[config.mk]
export PLATFORM = sky130hd
export DESIGN_NAME = param_cacheline_adaptor
export DESIGN_NICKNAME = d
export VERILOG_FILES = /design/src/rtl/param_cacheline_adaptor_pkg.sv /design/src/rtl/param_cacheline_adaptor_counter.sv /design/src/rtl/param_cacheline_adaptor.sv
export SDC_FILE = /design/constraint.sdc
export NUM_CORES = 1
export LEC_CHECK = 0
export ABC_AREA = 1
export BUFFER_PORTS_ARGS = -buffer_cell sky130_fd_sc_hd__buf_2
export CAP_MARGIN = 20
export CORE_AREA = 3 3 275 277
export CTS_CLUSTER_SIZE = 16
export DETAILED_ROUTE_END_ITERATION = 7
export DIE_AREA = 0 0 278 280
export SLEW_MARGIN = 20
export SYNTH_ARGS = -nofsm -noshare
export SYNTH_HDL_FRONTEND = slang
export SYNTH_SLANG_ARGS = --single-unit
[constraint.sdc]
create_clock -name clk -period 19.9 [get_ports clk]
set_clock_uncertainty 0.05 [all_clocks]
set_input_delay 0.995 -clock clk [delete_from_list [all_inputs] [get_ports clk]]
set_output_delay 0.995 -clock clk [all_outputs]
set_load 0.01 [all_outputs]
[src/rtl/param_cacheline_adaptor_pkg.sv]
// Shared definitions for the cacheline adaptor slice:
//   - state_t        : adaptor FSM states (IDLE/READ/WRITE/DONE)
//   - *_DEF          : default line, burst and address widths
//   - offset_bits()  : number of byte-offset bits inside one cacheline
package param_cacheline_adaptor_pkg;

  typedef enum logic [1:0] {
    IDLE  = 2'd0,
    READ  = 2'd1,
    WRITE = 2'd2,
    DONE  = 2'd3
  } state_t;

  localparam int LINE_WIDTH_DEF  = 256;
  localparam int BURST_WIDTH_DEF = 64;
  localparam int ADDR_WIDTH_DEF  = 32;

  // Byte-offset bits within a line; these are zeroed to line-align an address.
  function automatic int offset_bits(input int line_width);
    return $clog2(line_width / 8);
  endfunction

endpackage

[src/rtl/param_cacheline_adaptor_counter.sv]
// burst_beat_counter: beat index within one cacheline transfer.
// Ports:
//   clk, reset : clock, asynchronous active-high reset
//   en         : advance to the next beat
//   clr        : return to beat 0 (has priority over en)
//   count      : current beat index, $clog2(BEATS) bits
//   last       : high while count addresses the final beat
module burst_beat_counter
  import param_cacheline_adaptor_pkg::*;
#(
  parameter int BEATS = LINE_WIDTH_DEF / BURST_WIDTH_DEF,
  parameter int CW    = $clog2(BEATS)
) (
  input  logic          clk,
  input  logic          reset,
  input  logic          en,
  input  logic          clr,
  output logic [CW-1:0] count,
  output logic          last
);

  localparam logic [CW-1:0] LAST_IDX = CW'(BEATS - 1);

  always_ff @(posedge clk or posedge reset) begin
    if (reset) begin
      count <= '0;
    end else if (clr) begin
      count <= '0;
    end else if (en) begin
      count <= count + CW'(1);
    end
  end

  assign last = (count == LAST_IDX);

endmodule

[src/rtl/param_cacheline_adaptor.sv]
// param_cacheline_adaptor: bridges one LINE_WIDTH cacheline transfer from the
// LLC into LINE_WIDTH/BURST_WIDTH sequential memory beats (fill or write-back).
// Ports:
//   clk, reset            : clock, asynchronous active-high reset
//   line_i / line_o       : write-back line from LLC / filled line to LLC
//   address_i             : LLC byte address
//   read_i / write_i      : LLC fill / write-back request (read wins if both)
//   resp_o                : one-cycle completion pulse to LLC
//   burst_i / burst_o     : read beat from memory / write beat to memory
//   address_o             : line-aligned memory address
//   read_o / write_o      : memory read / write request
//   resp_i                : memory beat acknowledge, one beat per high cycle
module param_cacheline_adaptor
  import param_cacheline_adaptor_pkg::*;
#(
  parameter int LINE_WIDTH  = LINE_WIDTH_DEF,
  parameter int BURST_WIDTH = BURST_WIDTH_DEF,
  parameter int ADDR_WIDTH  = ADDR_WIDTH_DEF
) (
  input  logic                   clk,
  input  logic                   reset,
  input  logic [LINE_WIDTH-1:0]  line_i,
  output logic [LINE_WIDTH-1:0]  line_o,
  input  logic [ADDR_WIDTH-1:0]  address_i,
  input  logic                   read_i,
  input  logic                   write_i,
  output logic                   resp_o,
  input  logic [BURST_WIDTH-1:0] burst_i,
  output logic [BURST_WIDTH-1:0] burst_o,
  output logic [ADDR_WIDTH-1:0]  address_o,
  output logic                   read_o,
  output logic                   write_o,
  input  logic                   resp_i
);

  localparam int BEATS = LINE_WIDTH / BURST_WIDTH;
  localparam int CW    = $clog2(BEATS);
  localparam int OFF   = offset_bits(LINE_WIDTH);

  state_t                  state;
  logic [LINE_WIDTH-1:0]   wbuf;
  logic [CW-1:0]           beat;
  logic                    beat_last;
  logic                    beat_en;
  logic                    beat_clr;
  logic [ADDR_WIDTH-1:0]   aligned_addr;
  int                      beat_base;

  assign aligned_addr = {address_i[ADDR_WIDTH-1:OFF], {OFF{1'b0}}};
  assign beat_base    = int'(beat) * BURST_WIDTH;

  // The counter stops on the last beat so it never wraps mid-transfer;
  // DONE returns it to 0 for the next request.
  assign beat_en  = ((state == READ) || (state == WRITE)) && resp_i && !beat_last;
  assign beat_clr = (state == DONE);

  burst_beat_counter #(
    .BEATS (BEATS),
    .CW    (CW)
  ) u_beat_counter (
    .clk   (clk),
    .reset (reset),
    .en    (beat_en),
    .clr   (beat_clr),
    .count (beat),
    .last  (beat_last)
  );

  // Decoded from the buffered line and the registered beat index only, so the
  // beat changes solely on the edge after an accepted resp_i.
  assign burst_o = (state == WRITE) ? wbuf[beat_base +: BURST_WIDTH] : '0;

  always_ff @(posedge clk or posedge reset) begin
    if (reset) begin
      state     <= IDLE;
      read_o    <= 1'b0;
      write_o   <= 1'b0;
      resp_o    <= 1'b0;
      address_o <= '0;
      wbuf      <= '0;
      line_o    <= '0;
    end else begin
      case (state)
        IDLE: begin
          resp_o <= 1'b0;
          if (read_i) begin
            address_o <= aligned_addr;
            read_o    <= 1'b1;
            state     <= READ;
          end else if (write_i) begin
            address_o <= aligned_addr;
            wbuf      <= line_i;
            write_o   <= 1'b1;
            state     <= WRITE;
          end
        end
        READ: begin
          if (resp_i) begin
            line_o[beat_base +: BURST_WIDTH] <= burst_i;
            if (beat_last) begin
              read_o <= 1'b0;
              resp_o <= 1'b1;
              state  <= DONE;
            end
          end
        end
        WRITE: begin
          if (resp_i && beat_last) begin
            write_o <= 1'b0;
            resp_o  <= 1'b1;
            state   <= DONE;
          end
        end
        DONE: begin
          resp_o <= 1'b0;
          state  <= IDLE;
        end
        default: state <= IDLE;
      endcase
    end
  end

endmodule

Yosys cells after proc, flatten, opt, wreduce, memory -nomap -nowiden:

Cells that the tools add are included.

* word-level logic and storage cells: 67
* bits of input ports: 357
* register bits: 551

* $add $sub $neg: 2
* reduce and logical (&&, ||, !) cells: 18
* equality and inequality tests: 11
* shift-type cells: 3
* bitwise gates (word level): 1
* muxes and demuxes: 24

Operators by type and width (number)
* $bwmux W256: 1
* $shift A64 B33 Y256 const A: 1
* $shiftx A256 B9 Y64: 1
* $shiftx A64 B33 Y256: 1
* $mux W32: 2
* $mux W64: 1
* $neg A8 Y33: 1
* $mux W2: 7
* $reduce_and A4 Y1: 3
* $ne A2 B2 Y1 const B: 5
* $mux W1: 9
* $pmux W2 S4: 1
* $reduce_bool A2 Y1: 4
* $eq A2 B2 Y1 const B: 3
* $reduce_and A3 Y1: 2
* $pmux W1 S2: 2
* $reduce_and A2 Y1: 2
* $logic_and A1 B1 Y1: 3
* $ne A3 B3 Y1 const B: 1
* $pmux W1 S3: 1
* $add A2 B1 Y2 const B: 1
* $eq A2 B1 Y1 const B: 1
* $logic_not A2 Y1: 1
* $ne A2 B1 Y1 const B: 1
* other kinds (4): 4

Longest topological paths before layout:

Gate-level depths: netlist (run 1).

* depth in word-level cells: 6
* gate-level depth with buffers: 12
* gate-level depth less buffers: 7

Hierarchy:

Synthesis (run 1) repeated with hierarchy kept, for this count alone.

* cell total of the unflattened synthesis: 2825
* area total of the unflattened synthesis: 23601.4 µm²

By module, submodules not included
* param_cacheline_adaptor: times used 1, cells each 2812, area an instance 23500.0 µm², seq. area each 13613.1 µm²
* burst_beat_counter: times used 1, cells each 13, area an instance 101.3 µm², seq. area each 50.0 µm²

Worst setup path before layout (run 1):

Ideal clock, no wire load.

* kind: flip-flop to output port
* start point: register state[0]
* end point: output port burst_o[13]
* arrival time: 1378 ps
* stages on the path, launching flop included: 7
* data required time: 18855 ps
* buffers on the path: 2
* path slack: 17477 ps
* cell sequence: dfrtp_1 -> inv_1 -> ha_1 -> inv_1 -> clkbuf_1 -> clkbuf_1 -> a21oi_1

* word-level cells in the longest chain between the ends: 2

Ends and longest elaborated chain
* start: declaration: line param_cacheline_adaptor.sv:40 `state_t state;`
* start signal: assignment: line param_cacheline_adaptor.sv:75 `state <= IDLE;`
* start signal: assignment: line param_cacheline_adaptor.sv:89 `state <= READ;`
* start signal: assignment: line param_cacheline_adaptor.sv:94 `state <= WRITE;`
* $eq A2 B2 Y1: line param_cacheline_adaptor.sv:71 `assign burst_o = (state == WRITE) ? wbuf[beat_base +: BURST_WIDTH] : '0;`
* $mux W64: line param_cacheline_adaptor.sv:71
* end: declaration: line param_cacheline_adaptor.sv:29 `output logic [BURST_WIDTH-1:0] burst_o,`

Every way passes these cells.

Worst setup path after layout (run 1):

* start point: register u_beat_counter.count[0]
* end point: output port burst_o[8]

* word-level cells in the longest chain between the ends: 2

Ends and longest elaborated chain
* start: declaration: line param_cacheline_adaptor_counter.sv:18 `output logic [CW-1:0] count,`
* start signal: assignment: line param_cacheline_adaptor_counter.sv:30 `count <= count + CW'(1);`
* $shiftx A256 B9 Y64: line param_cacheline_adaptor.sv:71
* $mux W64: line param_cacheline_adaptor.sv:71

Every way passes these cells.

==> results of run 1 <==
[power by group through the flow]
stage | logic (mW) | clock network (mW) | registers, mW
after CTS | 1.54 | 1.18 | 1.64
after detailed placement | 1.54 | 0 | 1.66
after global placement | 1.51 | 0 | 1.65
after global routing | 1.71 | 1.23 | 1.68
final | 1.53 | 1.15 | 1.64
after floorplan | 0.929 | 0 | 1.69
[logic make-up (layout without fill, tap and decap cells)]
family | after synthesis | in the layout | synth area share, %
other | 1 | 26 | 0.01587
flip-flops | 546 | 546 | 57.81
buffers and inverters | 495 | 1139 | 8.979
AO/OA/AOI/OAI | 496 | 496 | 10.52
AND/OR/NAND/NOR | 1272 | 1272 | 22.09
adder cells (fa/ha/maj) | 11 | 11 | 0.5824
[worst register-to-register path, delay by kind of cell, from the launching register on]
kind	cells	cell delay [ns]
buffers and inverters	4	1.78
AND/OR/NAND/NOR	3	0.76
AO/OA/AOI/OAI	1	0.18
adder cells (fa/ha/maj)	1	0.30
flip-flops	1	0.40
[cells in the final DEF, fill, tap and decap left out, drive strengths merged]
master,instances
ha,11
o21ai,173
nor2,266
nand2,740
clkinvlp,2
nand3,212
conb,5
buf,728
nand4,54
a21oi,323
diode,21
bufinv,7
clkinv,9
dfrtp,546
inv,306
clkbuf,87
[per-layer routing]
layer  GRT usage (%)  wire [µm]
met1           25.08      32580
met3           6.349       7235
met5               0        245
met2           33.17      38400
met4           6.214       2452
[area by class of cell]
cell class	instances	area [µm²]
diodes	21	52.55
clock buffers	87	1733
clock inverters	20	302.8
fillers	7505	43340
inverters	304	1151
multi-input cells	1784	7896
flip-flops and latches	546	13670
well taps	959	1200
repair buffers	728	3740
[flip-flops by register name, summed over array words and instances (netlist names)]
name,cells
read_o,1
resp_o,1
address_o,27
u_beat_counter.count,2
state,2
line_o,256
wbuf,256
write_o,1
[metrics by stage]
stage	total power [mW]	setup WS, ns	util [%]
floorplan	2.623	3.591	-
global placement	3.159	15.34	37.84
detailed placement	3.193	15.35	37.84
CTS	4.362	15.26	40.62
global route	4.619	15.16	40.66
finish	4.316	15.37	40.70
[worst max path at each step]
stage | start | endpoint | slack [ns] | cells after the start
after global placement | reset | wbuf[86] | 15.34 | 5
final | u_beat_counter.count[0] | burst_o[8] | 15.37 | 6
after detailed placement | reset | wbuf[22] | 15.35 | 5
after CTS | u_beat_counter.count[0] | burst_o[1] | 15.26 | 6
after global routing | u_beat_counter.count[0] | burst_o[8] | 15.16 | 6
after floorplan | reset | address_o[10] | 3.59 | 1
==> impl_metrics.py, run 1 <==
metrics = {
    "clocking": {
        "root_buffer": "clkbuf_16",
        "hold_buffers": 0,
        "clock_latency_ns": 0.60,
        "cts_setup_buffers": 0,
        "htree_num_levels": 2,
        "cts_buffers": 60,
        "cts_tree": "done",
        "cts_sinks": 546,
        "ctsResizeCount": 0,
        "clk_path_buf_depth": 3,
        "clk_pin_slew_ns": 0.06,
    },
    "pwr": {
        "pwr-share-clk_pct": 26.7,
        "power_switching_mw": 1.647,
        "p_leak_nw": 16.45,
        "combPwrFrac_pct": 35.3,
        "power_frac_seq_pct": 38.0,
        "power_density_mw_per_mm2": 145.1,
        "worst_ir_drop_vdd_v": 0.00009372,
        "p_int_mw": 2.669,
        "swShare_pct": 38.16,
    },
    "run_status": {
        "outcome": "finished clean",
    },
    "yosys": {
        "synth_area_leaders": "dfrtp_1, nand2_1, a21oi_1",
        "ys_seq_area_share_pct": 57.81,
        "syn-cell-area_mm2": 0.02363,
        "synth.distinct_cells": 22,
        "yosys_warnings": 0,
        "synthFlopType": "dfrtp_1",
        "ys_ff_latch": 546,
        "synth_top_area_cell": "dfrtp_1",
        "synth_common_cells": "nand2_1, dfrtp_1, a21oi_1, inv_1, nor2_1",
        "yosysMostFrequentCell": "nand2_1",
        "synth_edf_count": 0,
        "syn_avg_cell_area_um2": 8.377,
        "synthArstFlopShare_pct": 100.0,
        "yosysTopAreaCellShare_pct": 57.81,
        "netlist_instances": 2821,
    },
    "sta": {
        "tightest_slew_ns": 1.151,
        "drv_slew": 0,
        "min_period_over_period_pct": 22.79,
        "finalHoldViolCount": 0,
        "rsz0062_at_grt": "no",
        "whs_ns": 0.4198,
        "period_needed_ns": 4.535,
        "maxSlewHeadroom_pct": 23.25,
        "setup_tns_ns": 0,
        "setup_viol": 0,
        "fmax_ghz": 0.2205,
    },
    "worst_setup_path": {
        "cp_data_required_time_ns": 18.86,
        "r2r-end": "wbuf[223]",
        "critPathMaxFanout": 73,
        "worst-path-buf-inv": 3,
        "cp-start-kind": "flip-flop",
        "rr_worst_depth": 9,
        "r2r_start": "state[0]",
        "end_kind": "primary output",
        "path_class": "flip-flop to primary output",
        "worst-r2r-setup-slack_ns": 16.36,
        "critPathArrivalTime_ns": 3.49,
        "path_delay_family": "buffers and inverters",
        "crit_chain": "inv_4, buf_4, nand2_1, nand3_1, a21oi_1, buf_2",
        "critPathMaxStageDelay_ns": 0.83,
        "slowest_stage": "buf_4",
    },
    "routing": {
        "vias": 21170,
        "wl_um": 80910,
        "drt_pass1_iterations": 6,
        "drc": 0,
        "routedWlPerCell_um": 18.19,
        "ant_nets": 0,
        "drtIter0Drc": 1320,
        "vias_per_cell": 4.758,
    },
    "hold_path": {
        "min_path_cells": 2,
        "min_from": "line_o[165]",
        "holdPathEnd": "line_o[165]",
        "min_path_type": "flip-flop to flip-flop",
    },
    "place": {
        "placed_area_mm2": 0.02765,
        "place_hpwl_um": 53420,
        "place.gp.congestion": 0.8429,
        "io_buffers": 701,
        "placedCellCount": 4321,
    },
    "grt": {
        "grt_max_degree": 242,
        "grt-ovfl-total": 0,
        "grt_pass1_vias": 20400,
        "antenna_found_initial": 41,
        "grt_pass1_wl_um": 122600,
        "grtUsageTotal_pct": 20.03,
    },
    "final_layout": {
        "num-nets-final": 3792,
        "drive_gt1_share_pct": 24.33,
        "stdcell_count": 4449,
        "design_area_mm2": 0.02974,
        "area_growth_pct": 25.86,
    },
    "job": {
        "drv_cap": 0,
    },
    "floorplan": {
        "die_h_um": 280,
        "rows": 99,
        "die_x_um": 278,
        "start_util_pct": 32.34,
        "die-area_mm2": 0.07784,
        "core_mm2": 0.07308,
        "io_pins": 712,
    },
}
(Power assumes the default switching activity.)
==> run 2, diff against run 1 <==
==> constraint.sdc (replaced) <==
create_clock -name clk -period 4.4 [get_ports clk]
set_clock_uncertainty 0.05 [all_clocks]
set_input_delay 0.22 -clock clk [delete_from_list [all_inputs] [get_ports clk]]
set_output_delay 0.22 -clock clk [all_outputs]
set_load 0.01 [all_outputs]
==> impl_metrics.py, run 2 (same netlist as run 1, synthesis figures left out) <==
metrics = {
    "sta": {
        "rsz0062_at_grt": "no",
        "fmax_ghz": 0.3285,
        "period_needed_ns": 3.044,
        "whs_ns": 0.08384,
        "tightest_slew_ns": 1.064,
        "min_period_over_period_pct": 69.18,
        "finalHoldViolCount": 0,
        "setup_tns_ns": 0,
        "maxSlewHeadroom_pct": 29.04,
        "drv_slew": 0,
        "setup_viol": 0,
        "setup_ws_ns": 1.356,
    },
    "place": {
        "place_hpwl_um": 55910,
        "place.gp.congestion": 0.8786,
        "placedCellCount": 4332,
        "io_buffers": 701,
        "pre_cts_slack_ns": 1.353,
    },
    "worst_setup_path": {
        "crit_chain": "buf_4, ha_1, nand3_2, buf_4, o21ai_0",
        "cp_data_required_time_ns": 4.86,
        "end_kind": "flip-flop",
        "critPathArrivalTime_ns": 3.51,
        "crit_start": "u_beat_counter.count[1]",
        "path_class": "flip-flop to flip-flop",
        "critPathMaxFanout": 67,
        "path_delay_family": "buffers and inverters",
        "slowest_stage": "buf_4",
        "cp-start-kind": "flip-flop",
        "r2r_start": "u_beat_counter.count[1]",
        "worst-path-buf-inv": 2,
        "crit_path_frequent_cell": "buf_4",
        "critPathMaxStageDelay_ns": 0.72,
    },
    "clocking": {
        "cts_sinks": 546,
        "htree_num_levels": 2,
        "root_buffer": "clkbuf_16",
        "ctsResizeCount": 0,
        "clk_path_buf_depth": 3,
        "hold_buffers": 351,
        "cts_tree": "done",
        "clk_pin_slew_ns": 0.06,
        "cts_setup_buffers": 0,
        "clock_latency_ns": 0.61,
        "cts_buffers": 61,
    },
    "routing": {
        "drtIter0Drc": 1593,
        "routedWlPerCell_um": 18.07,
        "drc": 0,
        "ant_nets": 0,
        "vias_per_cell": 4.780,
        "vias": 22970,
        "wl_um": 86820,
        "drt_pass1_iterations": 5,
    },
    "pwr": {
        "power_density_mw_per_mm2": 593.6,
        "worst_ir_drop_vdd_v": 0.0004695,
        "p_leak_nw": 17.97,
    },
    "final_layout": {
        "mostFrequentLayoutCell": "nand2_1",
        "stdcell_count": 4805,
        "num-nets-final": 4155,
        "final_util_pct": 45.66,
        "reg_top3": "line_o (256), wbuf (256), address_o (27)",
        "multi_input_area_mm2": 0.007896,
        "seq_area_mm2": 0.01367,
        "drive_gt1_share_pct": 22.40,
        "layout_common_cells": "nand2_1, buf_2, dfrtp_1, dlygate4sd3_1, a21oi_1",
        "area_growth_pct": 41.20,
        "n_fill_cell": 7014,
    },
    "hold_path": {
        "min_path_type": "input pin to async pin",
    },
    "job": {
        "drv_cap": 0,
    },
    "floorplan": {
        "die_h_um": 280,
        "die_x_um": 278,
        "core_mm2": 0.07308,
        "io_pins": 712,
        "rows": 99,
        "start_util_pct": 32.34,
        "die-area_mm2": 0.07784,
    },
    "grt": {
        "antenna_found_initial": 11,
        "grt_pass1_wl_um": 133300,
        "grtUsageTotal_pct": 21.48,
        "grt_pass1_vias": 22960,
        "grt-ovfl-total": 0,
        "grt_max_degree": 135,
    },
    "run_status": {
        "outcome": "finished clean",
    },
}
[run 2: path summary, 6_finish.rpt]
| kind | slack (ns) | cells past startpoint | to |
|---|---|---|---|
| setup / recovery | 1.36 | 5 | line_o[227] |
| hold / removal | 0.08 | 3 | line_o[51] |
| setup reg to reg | 1.36 | 5 | line_o[227] |
| hold reg to reg | 0.42 | 2 | line_o[176] |
| max in group asynchronous | 2.98 | 5 | wbuf[227] |
| min in group clk | 0.33 | 4 | wbuf[49] |
[run 2: stage by stage]
stage / area, µm² / total power, mW
2_1_floorplan: 23650 / 11.87
3_3_place_gp: 27840 / 14.35
3_5_place_dp: 27840 / 14.48
4_1_cts: 33340 / 19.89
5_1_grt: 33360 / 21.13
6_report: 33370 / 19.81
[run 2: worst register-to-register path, stage by stage, from the launching register on]
cell and delay (ns):
dfrtp_2 0.36, buf_4 0.72, ha_1 0.37, nand3_2 0.71, buf_4 0.55, o21ai_0 0.20
[run 2: routing by layer]
layer  vias to the layer above  global-route usage (%)  share of wire, %
met5                         -                       0                 0
met4                         0                   7.825               3.8
met3                       172                   5.284               7.7
met2                       934                   36.89                48
met1                     11010                   26.29                41
li1                      10850                       -                 -
[run 2: layout make-up]
class                           count  area share, %
Multi-Input combinational cell   1784          23.66
Antenna cell                       12        0.08999
Clock inverter                     21         0.5662
Tap cell                          959          3.596
Timing Repair Buffer             1090          22.31
Sequential cell                   546          40.96
Clock buffer                       89          5.373
Inverter                          304          3.438
[run 2: power by group]
group,internal [mW],switching [mW]
logic,2.46,4.86
clock network,2.93,2.16
registers,6.74,0.654
==> run 3, diff against run 2 <==
--- a/config.mk
+++ b/config.mk
@@ -5,13 +5,13 @@
 export SDC_FILE = /design/constraint.sdc
 export NUM_CORES = 1
 export LEC_CHECK = 0
-export ABC_AREA = 1
+export ABC_AREA = 0
 export BUFFER_PORTS_ARGS = -buffer_cell sky130_fd_sc_hd__buf_2
 export CAP_MARGIN = 20
-export CORE_AREA = 3 3 275 277
+export CORE_AREA = 3 3 276 278
 export CTS_CLUSTER_SIZE = 16
 export DETAILED_ROUTE_END_ITERATION = 7
-export DIE_AREA = 0 0 278 280
+export DIE_AREA = 0 0 279 281
 export SLEW_MARGIN = 20
 export SYNTH_ARGS = -nofsm -noshare
 export SYNTH_HDL_FRONTEND = slang
==> constraint.sdc (replaced) <==
create_clock -name clk -period 2.9 [get_ports clk]
set_clock_uncertainty 0.05 [all_clocks]
set_input_delay 0.145 -clock clk [delete_from_list [all_inputs] [get_ports clk]]
set_output_delay 0.145 -clock clk [all_outputs]
set_load 0.01 [all_outputs]
==> impl_metrics.py, run 3 <==
metrics = {
    "routing": {
        "drtIter0Drc": 1156,
        "vias_per_cell": 4.790,
        "drc": 0,
        "drt_pass1_iterations": 4,
        "wl_um": 78860,
        "vias": 18260,
        "routedWlPerCell_um": 20.69,
        "ant_nets": 0,
    },
    "grt": {
        "grt_max_degree": 132,
        "grt_pass1_vias": 19790,
        "antenna_found_initial": 15,
        "grt_pass1_wl_um": 119200,
        "grtUsageTotal_pct": 19.47,
        "grt-ovfl-total": 0,
    },
    "yosys": {
        "syn_avg_cell_area_um2": 13.73,
        "synth_common_cells": "dfrtp_1, nand2_1, mux2_4, o21ai_1, a22o_1",
        "yosysMostFrequentCell": "dfrtp_1",
        "yosys_warnings": 0,
        "synth_area_leaders": "dfrtp_1, mux2_4, mux4_2",
        "ys_seq_area_share_pct": 57.11,
        "synthFlopType": "dfrtp_1",
        "synth_top_area_cell": "dfrtp_1",
        "netlist_instances": 1743,
        "synthArstFlopShare_pct": 100.0,
        "yosysTopAreaCellShare_pct": 57.11,
        "ys_ff_latch": 546,
        "synth.distinct_cells": 39,
        "synth_edf_count": 0,
        "syn-cell-area_mm2": 0.02392,
    },
    "sta": {
        "drv_slew": 0,
        "maxSlewHeadroom_pct": 31.63,
        "tightest_slew_ns": 1.025,
        "fmax_ghz": 0.3747,
        "setup_viol": 0,
        "period_needed_ns": 2.669,
        "min_period_over_period_pct": 92.03,
        "finalHoldViolCount": 0,
        "rsz0062_at_grt": "no",
    },
    "hold_path": {
        "min_path_type": "input pin to async pin",
    },
    "worst_setup_path": {
        "critPathMaxStageDelay_ns": 0.60,
        "r2r-end": "line_o[7]",
        "path_class": "flip-flop to primary output",
        "crit_chain": "clkbuf_16, mux4_2, and2_1, buf_2",
        "critPathArrivalTime_ns": 2.47,
        "r2r_start": "u_beat_counter.count[0]",
        "end_kind": "primary output",
        "cp-start-kind": "flip-flop",
        "rr_worst_depth": 6,
        "critPathMaxFanout": 32,
        "worst-r2r-setup-slack_ns": 0.35,
        "cp_data_required_time_ns": 2.71,
        "slowest_stage": "mux4_2",
    },
    "clocking": {
        "clock_latency_ns": 0.59,
        "clk_pin_slew_ns": 0.06,
        "cts_setup_buffers": 0,
        "cts_buffers": 60,
        "cts_sinks": 546,
        "htree_num_levels": 2,
        "root_buffer": "clkbuf_16",
        "clk_path_buf_depth": 3,
        "cts_tree": "done",
    },
    "final_layout": {
        "mostFrequentLayoutCell": "buf_2",
        "final_util_pct": 45.79,
        "design_area_mm2": 0.03398,
        "area_growth_pct": 42.02,
        "n_fill_cell": 6561,
        "reg_top3": "line_o (256), wbuf (256), address_o (27)",
        "layout_common_cells": "buf_2, dfrtp_1, dlygate4sd3_1, nand2_1, mux2_4",
        "drive_gt1_share_pct": 43.27,
        "num-nets-final": 3147,
    },
    "place": {
        "place.gp.congestion": 0.8649,
        "placed_area_mm2": 0.02834,
        "io_buffers": 701,
        "place_hpwl_um": 52150,
    },
    "floorplan": {
        "die-area_mm2": 0.07840,
        "core_mm2": 0.07420,
        "die_x_um": 279,
        "start_util_pct": 32.24,
        "rows": 100,
        "die_h_um": 281,
        "io_pins": 712,
    },
    "pwr": {
        "worst_ir_drop_vdd_v": 0.0005141,
        "power_density_mw_per_mm2": 886.0,
        "p_leak_nw": 16.22,
    },
    "job": {
        "drv_cap": 0,
    },
    "run_status": {
        "outcome": "finished clean",
    },
}
[run 3: cell types whose count changed in the layout (fill, tap and decap cells not counted), moves of 64 or more]
cell	before	now
inv_1	296	5
nand3_1	210	0
a22o_1	0	84
and2_1	0	64
nor2_1	259	3
mux2_4	0	229
o21ai_0	141	11
nand2_1	737	346
a21oi_1	323	3
o21ai_1	31	159
mux4_2	0	64
[run 3: logic make-up after synthesis]
kind of cell,synth area share (%)
flops,57.11
mux,23.15
buf+inv,4.268
other cells,0.01568
simple gates,7.861
compound gates,6.977
fa+ha+maj,0.5753
xor+xnor,0.03662
[run 3: where the power goes]
group          leakage (nW)  internal [mW]  switching (mW)
logic                  8.20           6.04            4.41
clock network          1.02           4.63            3.18
registers              7.00           10.2            1.62
total                  16.2           20.9            9.21
[run 3: area by class of cell]
type | instances | area (µm²) | area share, %
Timing Repair Buffer | 1102 | 7662 | 22.55
Clock buffer | 94 | 1891 | 5.565
Inverter | 7 | 30.03 | 0.08838
Antenna cell | 14 | 35.03 | 0.1031
Multi-Input combinational cell | 1062 | 9318 | 27.43
Sequential cell | 546 | 13670 | 40.24
Clock inverter | 18 | 156.4 | 0.4603
Tap cell | 969 | 1212 | 3.569
[run 3: critical path, delay by kind of cell, from the launching register on]
kind                   cells  cell delay (ns)
and+or+nand+nor            1             0.19
muxes                      1             0.60
DFF                        1             0.56
buffers and inverters      2             0.50
[run 3: repair_timing]
action	4_1_cts	5_1_grt
cloned	0	1
hold buffers	352	0
hold endpoints to repair	560	0
setup endpoints to repair	3	40
gates resized for setup	1	0
[run 3: worst max path at each step]
| stage | from | end | slack (ns) |
|---|---|---|---|
| 2_1_floorplan | reset | address_o[10] | -4.72 |
| 6_report | u_beat_counter.count[0] | burst_o[3] | 0.23 |
| 3_5_place_dp | u_beat_counter.count[0] | line_o[7] | 0.44 |
| 3_3_place_gp | u_beat_counter.count[0] | line_o[6] | 0.56 |
| 4_1_cts | u_beat_counter.count[0] | burst_o[49] | 0.01 |
| 5_1_grt | u_beat_counter.count[0] | burst_o[61] | 0.11 |
[run 3: metal layers]
| metal | track usage (%) | part of all wire (%) |
|---|---|---|
| met3 | 3.630 | 5.5 |
| met1 | 24.00 | 39 |
| met2 | 33.42 | 51 |
| met4 | 8.660 | 4.2 |
| met5 | 0 | 0.016 |
[run 3: metrics by stage]
stage	setup WS, ns	cells	hold WS, ns	TNS [ns]	power (mW)
after global routing	0.1056	3811	0.1582	0	31.59
after CTS	0.01014	3797	0.1457	0	30.13
after floorplan	-4.723	1747	0.2223	-2578.70	18.57
final	0.2311	3812	0.1610	0	30.10
after detailed placement	0.4367	3333	0.2397	0	21.75
after global placement	0.5566	3333	0.2440	0	21.37
